`config.mk`:
```
export PLATFORM = sky130hd
export DESIGN_NAME = wb_arb_id_flat
export DESIGN_NICKNAME = d
export VERILOG_FILES = /design/src/rtl/wb_arb_id_if.sv /design/src/rtl/wb_arb_id.sv /design/src/flat_wrapper.sv
export SDC_FILE = /design/constraint.sdc
export NUM_CORES = 1
export LEC_CHECK = 0
export ABC_AREA = 1
export BUFFER_PORTS_ARGS = -buffer_cell sky130_fd_sc_hd__clkbuf_2
export CORE_MARGIN = 5
export CORE_UTILIZATION = 47
export DETAILED_ROUTE_END_ITERATION = 7
export GPL_ROUTABILITY_DRIVEN = 0
export PLACE_DENSITY_LB_ADDON = 0.3
export SYNTH_ARGS = -nofsm -noshare
export SYNTH_HDL_FRONTEND = slang
export SYNTH_SLANG_ARGS = --single-unit
```
`constraint.sdc`:
```
create_clock -name clk -period 1.8 [get_ports clk]
set_input_delay 0.36 -clock clk [delete_from_list [all_inputs] [get_ports clk]]
set_output_delay 0.36 -clock clk [all_outputs]
set_load 0.02 [all_outputs]
```
`src/rtl/wb_arb_id_if.sv`:
```
// wb_arb_id_if: bus bundle for the two-master arbiter; slave modport is the arbiter, master modport the masters and memory
interface wb_arb_id_if;
  logic [31:0] m0_adr_i, m0_dat_i, m0_dat_o;
  logic        m0_we_i, m0_stb_i, m0_ack_o, m0_err_o;
  logic [31:0] m1_adr_i, m1_dat_o;
  logic        m1_stb_i, m1_ack_o, m1_err_o;
  logic [31:0] s_adr_o, s_dat_o, s_dat_i;
  logic        s_we_o, s_stb_o, s_ack_i;
  modport slave (
    input  m0_adr_i, m0_dat_i, m0_we_i, m0_stb_i, m1_adr_i, m1_stb_i, s_dat_i, s_ack_i,
    output m0_dat_o, m0_ack_o, m0_err_o, m1_dat_o, m1_ack_o, m1_err_o, s_adr_o, s_dat_o, s_we_o, s_stb_o
  );
  modport master (
    output m0_adr_i, m0_dat_i, m0_we_i, m0_stb_i, m1_adr_i, m1_stb_i, s_dat_i, s_ack_i,
    input  m0_dat_o, m0_ack_o, m0_err_o, m1_dat_o, m1_ack_o, m1_err_o, s_adr_o, s_dat_o, s_we_o, s_stb_o
  );
endinterface

```
`src/rtl/wb_arb_id.sv`:
```
// wb_arb_id: data/instruction master arbiter onto one memory slave, with watchdog error response.
// ARB_FIXED_PRIO_EN: m0 always wins ties and no last-grant register exists; otherwise round-robin.
module wb_arb_id #(
  parameter int unsigned TIMEOUT_CYCLES = 15
) (
  input logic        clk,
  input logic        rst_n,
  wb_arb_id_if.slave bus
);
  typedef enum logic [1:0] {IDLE, BUS, RESP} state_t;
  state_t      state_q, state_d;
  logic        gnt_q, gnt_d, we_q, we_d, err_q, err_d;
  logic [31:0] adr_q, adr_d, wdat_q, wdat_d, m0_dat_q, m0_dat_d, m1_dat_q, m1_dat_d;
  logic [7:0]  wd_q, wd_d;
  logic        req, win, rd;
  assign req = bus.m0_stb_i || bus.m1_stb_i;
`ifdef ARB_FIXED_PRIO_EN
  assign win = !bus.m0_stb_i;
`else
  logic last_q, last_d;
  assign win    = (bus.m0_stb_i && bus.m1_stb_i) ? !last_q : !bus.m0_stb_i;
  assign last_d = (state_q == IDLE && req) ? win : last_q;
  always_ff @(posedge clk or negedge rst_n)
    if (!rst_n) last_q <= 1'b1;
    else last_q <= last_d;
`endif
  always_comb begin
    state_d  = state_q;
    gnt_d    = gnt_q;
    we_d     = we_q;
    err_d    = err_q;
    adr_d    = adr_q;
    wdat_d   = wdat_q;
    wd_d     = wd_q;
    m0_dat_d = m0_dat_q;
    m1_dat_d = m1_dat_q;
    case (state_q)
      IDLE: if (req) begin
        gnt_d   = win;
        adr_d   = win ? bus.m1_adr_i : bus.m0_adr_i;
        wdat_d  = win ? 32'h0 : bus.m0_dat_i;
        we_d    = !win && bus.m0_we_i;
        wd_d    = 8'd0;
        err_d   = 1'b0;
        state_d = BUS;
      end
      BUS: if (bus.s_ack_i) state_d = RESP;
      else begin
        wd_d = wd_q + 8'd1;
        if (wd_d == 8'(TIMEOUT_CYCLES)) begin
          err_d   = 1'b1;
          state_d = RESP;
        end
      end
      RESP: begin
        state_d  = IDLE;
        m0_dat_d = (rd && !gnt_q) ? bus.s_dat_i : m0_dat_q;
        m1_dat_d = (rd && gnt_q) ? bus.s_dat_i : m1_dat_q;
      end
      default: state_d = IDLE;
    endcase
  end
  always_ff @(posedge clk or negedge rst_n)
    if (!rst_n) begin
      state_q  <= IDLE;
      gnt_q    <= 1'b0;
      we_q     <= 1'b0;
      err_q    <= 1'b0;
      adr_q    <= 32'h0;
      wdat_q   <= 32'h0;
      wd_q     <= 8'd0;
      m0_dat_q <= 32'h0;
      m1_dat_q <= 32'h0;
    end else begin
      state_q  <= state_d;
      gnt_q    <= gnt_d;
      we_q     <= we_d;
      err_q    <= err_d;
      adr_q    <= adr_d;
      wdat_q   <= wdat_d;
      wd_q     <= wd_d;
      m0_dat_q <= m0_dat_d;
      m1_dat_q <= m1_dat_d;
    end
  // read data is forwarded during RESP so it is visible alongside ack, then held by the register
  assign rd           = state_q == RESP && !we_q && !err_q;
  assign bus.s_stb_o  = state_q == BUS;
  assign bus.s_we_o   = state_q == BUS && we_q;
  assign bus.s_adr_o  = adr_q;
  assign bus.s_dat_o  = wdat_q;
  assign bus.m0_dat_o = (rd && !gnt_q) ? bus.s_dat_i : m0_dat_q;
  assign bus.m1_dat_o = (rd && gnt_q) ? bus.s_dat_i : m1_dat_q;
  assign bus.m0_ack_o = state_q == RESP && !gnt_q && !err_q;
  assign bus.m0_err_o = state_q == RESP && !gnt_q && err_q;
  assign bus.m1_ack_o = state_q == RESP && gnt_q && !err_q;
  assign bus.m1_err_o = state_q == RESP && gnt_q && err_q;
endmodule

```
`src/flat_wrapper.sv`:
```
// flat-port wrapper written by rule: the top's interface ports become plain ports
module wb_arb_id_flat 
#(
  parameter int unsigned TIMEOUT_CYCLES = 15
)
  (clk, rst_n, bus_m0_adr_i, bus_m0_dat_i, bus_m0_we_i, bus_m0_stb_i, bus_m1_adr_i, bus_m1_stb_i, bus_s_dat_i, bus_s_ack_i, bus_m0_dat_o, bus_m0_ack_o, bus_m0_err_o, bus_m1_dat_o, bus_m1_ack_o, bus_m1_err_o, bus_s_adr_o, bus_s_dat_o, bus_s_we_o, bus_s_stb_o);
  wb_arb_id_if bus_i ();
  input logic clk;
  input logic rst_n;
  input wire logic [$bits(bus_i.m0_adr_i)-1:0] bus_m0_adr_i;
  input wire logic [$bits(bus_i.m0_dat_i)-1:0] bus_m0_dat_i;
  input wire logic [$bits(bus_i.m0_we_i)-1:0] bus_m0_we_i;
  input wire logic [$bits(bus_i.m0_stb_i)-1:0] bus_m0_stb_i;
  input wire logic [$bits(bus_i.m1_adr_i)-1:0] bus_m1_adr_i;
  input wire logic [$bits(bus_i.m1_stb_i)-1:0] bus_m1_stb_i;
  input wire logic [$bits(bus_i.s_dat_i)-1:0] bus_s_dat_i;
  input wire logic [$bits(bus_i.s_ack_i)-1:0] bus_s_ack_i;
  output wire logic [$bits(bus_i.m0_dat_o)-1:0] bus_m0_dat_o;
  output wire logic [$bits(bus_i.m0_ack_o)-1:0] bus_m0_ack_o;
  output wire logic [$bits(bus_i.m0_err_o)-1:0] bus_m0_err_o;
  output wire logic [$bits(bus_i.m1_dat_o)-1:0] bus_m1_dat_o;
  output wire logic [$bits(bus_i.m1_ack_o)-1:0] bus_m1_ack_o;
  output wire logic [$bits(bus_i.m1_err_o)-1:0] bus_m1_err_o;
  output wire logic [$bits(bus_i.s_adr_o)-1:0] bus_s_adr_o;
  output wire logic [$bits(bus_i.s_dat_o)-1:0] bus_s_dat_o;
  output wire logic [$bits(bus_i.s_we_o)-1:0] bus_s_we_o;
  output wire logic [$bits(bus_i.s_stb_o)-1:0] bus_s_stb_o;
  assign bus_i.m0_adr_i = bus_m0_adr_i;
  assign bus_i.m0_dat_i = bus_m0_dat_i;
  assign bus_i.m0_we_i = bus_m0_we_i;
  assign bus_i.m0_stb_i = bus_m0_stb_i;
  assign bus_i.m1_adr_i = bus_m1_adr_i;
  assign bus_i.m1_stb_i = bus_m1_stb_i;
  assign bus_i.s_dat_i = bus_s_dat_i;
  assign bus_i.s_ack_i = bus_s_ack_i;
  assign bus_m0_dat_o = bus_i.m0_dat_o;
  assign bus_m0_ack_o = bus_i.m0_ack_o;
  assign bus_m0_err_o = bus_i.m0_err_o;
  assign bus_m1_dat_o = bus_i.m1_dat_o;
  assign bus_m1_ack_o = bus_i.m1_ack_o;
  assign bus_m1_err_o = bus_i.m1_err_o;
  assign bus_s_adr_o = bus_i.s_adr_o;
  assign bus_s_dat_o = bus_i.s_dat_o;
  assign bus_s_we_o = bus_i.s_we_o;
  assign bus_s_stb_o = bus_i.s_stb_o;
  wb_arb_id #(.TIMEOUT_CYCLES(TIMEOUT_CYCLES)) u_core (.clk(clk), .rst_n(rst_n), .bus(bus_i));
endmodule
```
After elaboration in Yosys (flattened, before gate mapping)
Index checks and enable logic that the tools add are counted.
{"block": "word_totals", "out_inout_bits": 134, "register_bits": 142, "word_cells": 61}
{"block": "op_classes", "n_eq_ne": 7, "reduce_logical": 27, "addsub": 1, "muxes": 16}
{"cell": "$mux 32", "n": 4}
{"cell": "$mux 8", "n": 2}
{"cell": "$pmux 8 s2", "n": 1}
{"cell": "$logic_and 1x1->1", "n": 14}
{"cell": "$add 8x1->8 const B", "n": 1}
{"cell": "$eq 8x4->1 const B", "n": 1}
{"cell": "$logic_not 1->1", "n": 6}
{"cell": "$mux 2", "n": 3}
{"cell": "$mux 1", "n": 4}
{"cell": "$ne 2x1->1 const B", "n": 2}
{"cell": "$pmux 2 s2", "n": 1}
{"cell": "$reduce_and 2->1", "n": 2}
{"cell": "$reduce_and 4->1", "n": 1}
{"cell": "$ne 3x2->1 const B", "n": 1}
{"cell": "$reduce_and 3->1", "n": 1}
{"cell": "$eq 2x1->1 const B", "n": 1}
{"cell": "$eq 2x2->1 const B", "n": 1}
{"cell": "$logic_not 2->1", "n": 1}
{"cell": "$ne 2x2->1 const B", "n": 1}
{"cell": "$pmux 1 s2", "n": 1}
{"cell": "$reduce_bool 2->1", "n": 1}
{"cell": "$logic_or 1x1->1", "n": 1}

Longest topological paths before layout
{"block": "depth", "word_depth": 5, "ltp_mapped": 12, "ltp_nobuf": 12}

Worst setup path after synthesis
No wires, ideal clock.
{"block": "synth_timing", "kind": "reg2out", "start": "reg u_core.state_q[0]", "end": "out bus_m1_dat_o[21]", "arrival_time_ns": 1.701, "stages_incl_launch_ff": 8, "setup_slack_ns": -0.261, "n_path_buf": 2, "cell_sequence": "dfrtp_1 inv_1 nand3_1 nor2_2 nand2_2 buf_6 buf_2 o21ai_0"}
{"block": "synth_via", "elab_chain_cells": 5}
{"item": "from (decl)", "line_no": "wb_arb_id.sv:11", "text": "state_t state_q, state_d;"}
{"item": "from (signal assigned)", "line_no": "wb_arb_id.sv:75", "text": "state_q <= state_d;"}
{"item": "$eq 2x2->1", "line_no": "wb_arb_id.sv:86", "text": "assign rd = state_q == RESP && !we_q && !err_q;"}
{"item": "$logic_and 1x1->1 (2 in a row)", "line_no": "wb_arb_id.sv:86"}
{"item": "$logic_and 1x1->1", "line_no": "wb_arb_id.sv:92", "text": "assign bus.m1_dat_o = (rd && gnt_q) ? bus.s_dat_i : m1_dat_q;"}
{"item": "$mux 32", "line_no": "wb_arb_id.sv:92"}
{"item": "to (decl)", "line_no": "flat_wrapper.sv:21", "text": "output wire logic [$bits(bus_i.m1_dat_o)-1:0] bus_m1_dat_o;"}
Every way passes these cells.

Worst setup path in the final report
{"block": "layout_timing", "start": "reg u_core.state_q[0]", "end": "out bus_m1_dat_o[11]"}
The elaborated chain is that of the path after synthesis.

==> run_results.csv <==
group,metric,value,unit
min_path,min_to,"u_core.bus.s_adr_o[22]$_DFFE_PN0P_",
critical_path,crit_required,1440,ps
critical_path,start_kind,"register",
pwr,ir_drop,1210,uV
placement,dp_hpwl,12400,um
placement,placedCellCount,1094,
sta,tightest_slew,492,ps
finish,stdcell_area,0.0101,mm^2
synth,netlist_instances,667,
synth,ys_ff_latch,142,
critical_path,end_kind,"output pin",
synth,yosysSeqAreaShare,0.584,
detailed_routing,viasPerCell,5.45,
die,std_cell_rows,41,
global_route,grt_max_degree,66,
finish,fin_nets,1126,
die,dieArea,0.0153,mm^2
global_route,grt_pass1_vias,5668,
synth,synth_area,0.00609,mm^2
detailed_routing,wl_per_cell,20.0,um
run,drv_cap,0,
clock_network,clockRootBuffer,"clkbuf_16",
pwr,p_leak,5.22,nW
sta,skew,10.7,ps
detailed_routing,dr.pass1.iters,5,
min_path,hold_path_class,"primary input to register",
synth,yosysUniqueCellTypes,21,
sta,period_share,1.33,
clock_network,tritoncts,"built",
clock_network,clk_pin_slew,60,ps
critical_path,cp_max_fo,18,
min_path,hold_start,"bus_m0_adr_i[22]",
synth,yosys.area.top_type,"dfrtp_1",
placement,io_buffer_count,267,
synth,ys_top_cells_by_area,"dfrtp_1, nand2_1, o21ai_0",
sta,fin_ws,-601,ps
detailed_routing,wirelength,23500,um
detailed_routing,drt_iter0_markers,683,
sta,rsz0062_at_grt,"true",
finish,area_delta_synth_final,66.0,%
sta,period_needed,2400,ps
placement,place_area,0.00778,mm^2
synth,synth.avg_cell_area,9.12,um^2
sta,drv_slew,0,
clock_network,clockBufferDepth,2,
clock_network,cts_made_buffers,17,
sta,setup_viol_count_final,148,
critical_path,timing.rr.end,"u_core.bus.s_adr_o[26]$_DFFE_PN0P_",
finish,antenna_cells,0,
critical_path,reg2reg_depth,13,
clock_network,cts_sinks,142,
clock_network,clk_latency,410,ps
sta,slew_headroom,0.668,
die,fp.coreArea,0.0127,mm^2
critical_path,critical-path-max-stage-delay,390,ps
finish,fin_cells,1175,
die,initial_core_util,0.480,
sta,max_freq,417,MHz
synth,synth_nets,803,
detailed_routing,vias,6407,
synth,ys_warn_count,0,
pwr,powerDensity,2050,mW/mm^2
critical_path,slowest_stage,"dfrtp_1",
critical_path,cp_data_arrival_time,2040,ps
detailed_routing,antenna_left,0,
die,die_y,124,um
critical_path,crit_type,"register to output pin",
global_route,antenna_found_initial,0,
finish,mostFrequentLayoutCells,"clkbuf_2, dfrtp_1, nand2_1, o21ai_0, nand3_1",
finish,drive_above_1_share,0.499,
sta,hold_viol_final,0,
run_status,status,"finished, violations left",
die,io_pins,268,
detailed_routing,drc,0,
sta,hold_slack,154,ps
min_path,whs_path_depth,3,
run_status,violations,"negative setup slack",
critical_path,crit_chain,"inv_2 > buf_4 > nand3_4 > nor2_4 > nand2_8 > buf_8 > o21ai_1 > clkbuf_4",
critical_path,reg2reg_from,"u_core.state_q[1]$_DFFE_PN0P_",
global_route,grt_pass1_wl,28300,um
synth,yosysTopAreaCellShare,0.580,
global_route,grtUsageTotal,0.238,
die,die_w,124,um
clock_network,cts_max_level,4,
finish,layout_commonest_cell,"clkbuf_2",
global_route,grt-ovfl-total,0,
critical_path,r2r_slack,-300,ps
registers in the layout, indices dropped and copies added (netlist names):
| register | flops |
|---|---|
| u_core.bus.s_adr_o | 32 |
| u_core.bus.s_dat_o | 32 |
| u_core.m0_dat_q | 32 |
| u_core.m1_dat_q | 32 |
| u_core.wd_q | 8 |
| u_core.state_q | 2 |
| u_core.err_q | 1 |
| u_core.gnt_q | 1 |
| u_core.last_q | 1 |
| u_core.we_q | 1 |
worst max-delay path: cells and delay by family, from the launching register on:
| kind | cells | cell delay, ps |
|---|---|---|
| AOI/OAI and AO/OA | 1 | 200 |
| buffers and inverters | 4 | 610 |
| DFF | 1 | 390 |
| and+or+nand+nor | 3 | 430 |
per-stage QoR:
step / util / worst slack, ps / total power (W) / setup TNS (ps)
after floorplan: - / -153 / 0.0105 / -2550
after global placement: 0.614 / -31.6 / 0.0132 / -273
after detailed placement: 0.614 / -53.5 / 0.0133 / -446
after CTS: 0.704 / -473 / 0.0181 / -26810
after global routing: 0.797 / -666 / 0.0217 / -59290
final: 0.797 / -601 / 0.0207 / -47720
repair_timing:
action,CTS,global route
cloned,4,18
endpoints found under the setup margin,69,135
hold buffers,1,0
hold endpoints to repair,37,0
setup buffers,6,22
pin swaps,2,8
resized for setup,102,218
power breakdown:
part	internal, W	leakage (nW)	total [W]	switching (W)
Sequential	0.00471	1.78	0.00557	0.000865
Clock	0.00239	0.293	0.00374	0.00134
Combinational	0.00495	3.14	0.0114	0.00647
Yosys cell counts:
master / n
a22o_1: 32
buf_2: 15
buf_4: 1
buf_6: 8
clkbuf_1: 17
dfrtp_1: 141
dfstp_2: 1
ha_1: 2
inv_1: 48
inv_2: 3
nand2_1: 162
nand2_2: 2
nand3_1: 72
nand4_1: 2
nor2_1: 18
nor2_2: 1
nor2_4: 2
nor3_2: 1
o21ai_0: 109
o21ai_1: 28
o22ai_1: 2
how the worst max path moves through the flow:
stage / start / to / slack [ps] / cells past startpoint
3_3_place_gp: u_core.state_q[0]$_DFFE_PN0P_ / bus_m0_dat_o[31] / -30 / 10
2_1_floorplan: u_core.state_q[0]$_DFFE_PN0P_ / bus_m0_dat_o[11] / -150 / 8
6_report: u_core.state_q[0]$_DFFE_PN0P_ / bus_m1_dat_o[11] / -600 / 8
3_5_place_dp: u_core.state_q[0]$_DFFE_PN0P_ / bus_m0_dat_o[21] / -50 / 11
5_1_grt: u_core.state_q[0]$_DFFE_PN0P_ / bus_m1_dat_o[11] / -670 / 8
4_1_cts: u_core.state_q[0]$_DFFE_PN0P_ / bus_m0_dat_o[21] / -470 / 11
kinds of logic after synthesis:
| kind of cell | count (synthesis) | synth area share |
|---|---|---|
| fa+ha+maj | 2 | 0.00411 |
| simple gates | 260 | 0.181 |
| buf+inv | 92 | 0.0703 |
| flops | 142 | 0.584 |
| compound gates | 171 | 0.161 |
metal layers:
metal | vias up | global-route usage | wire [um]
met5 | - | 0 | 0
met4 | 0 | 0.0893 | 971
met3 | 81 | 0.0704 | 1940
met2 | 374 | 0.397 | 12100
met1 | 3070 | 0.292 | 8440
li1 | 2882 | - | -
cell type report:
type                       count  area [um^2]
clock buffer                  22          464
clock inverter                10          164
fill                         754         2570
inverter                      51          209
multi-input combinational    433         2650
sequential                   142         3550
tap                          172          215
timing repair buffer         345         2850
(Power assumes the default switching activity.)
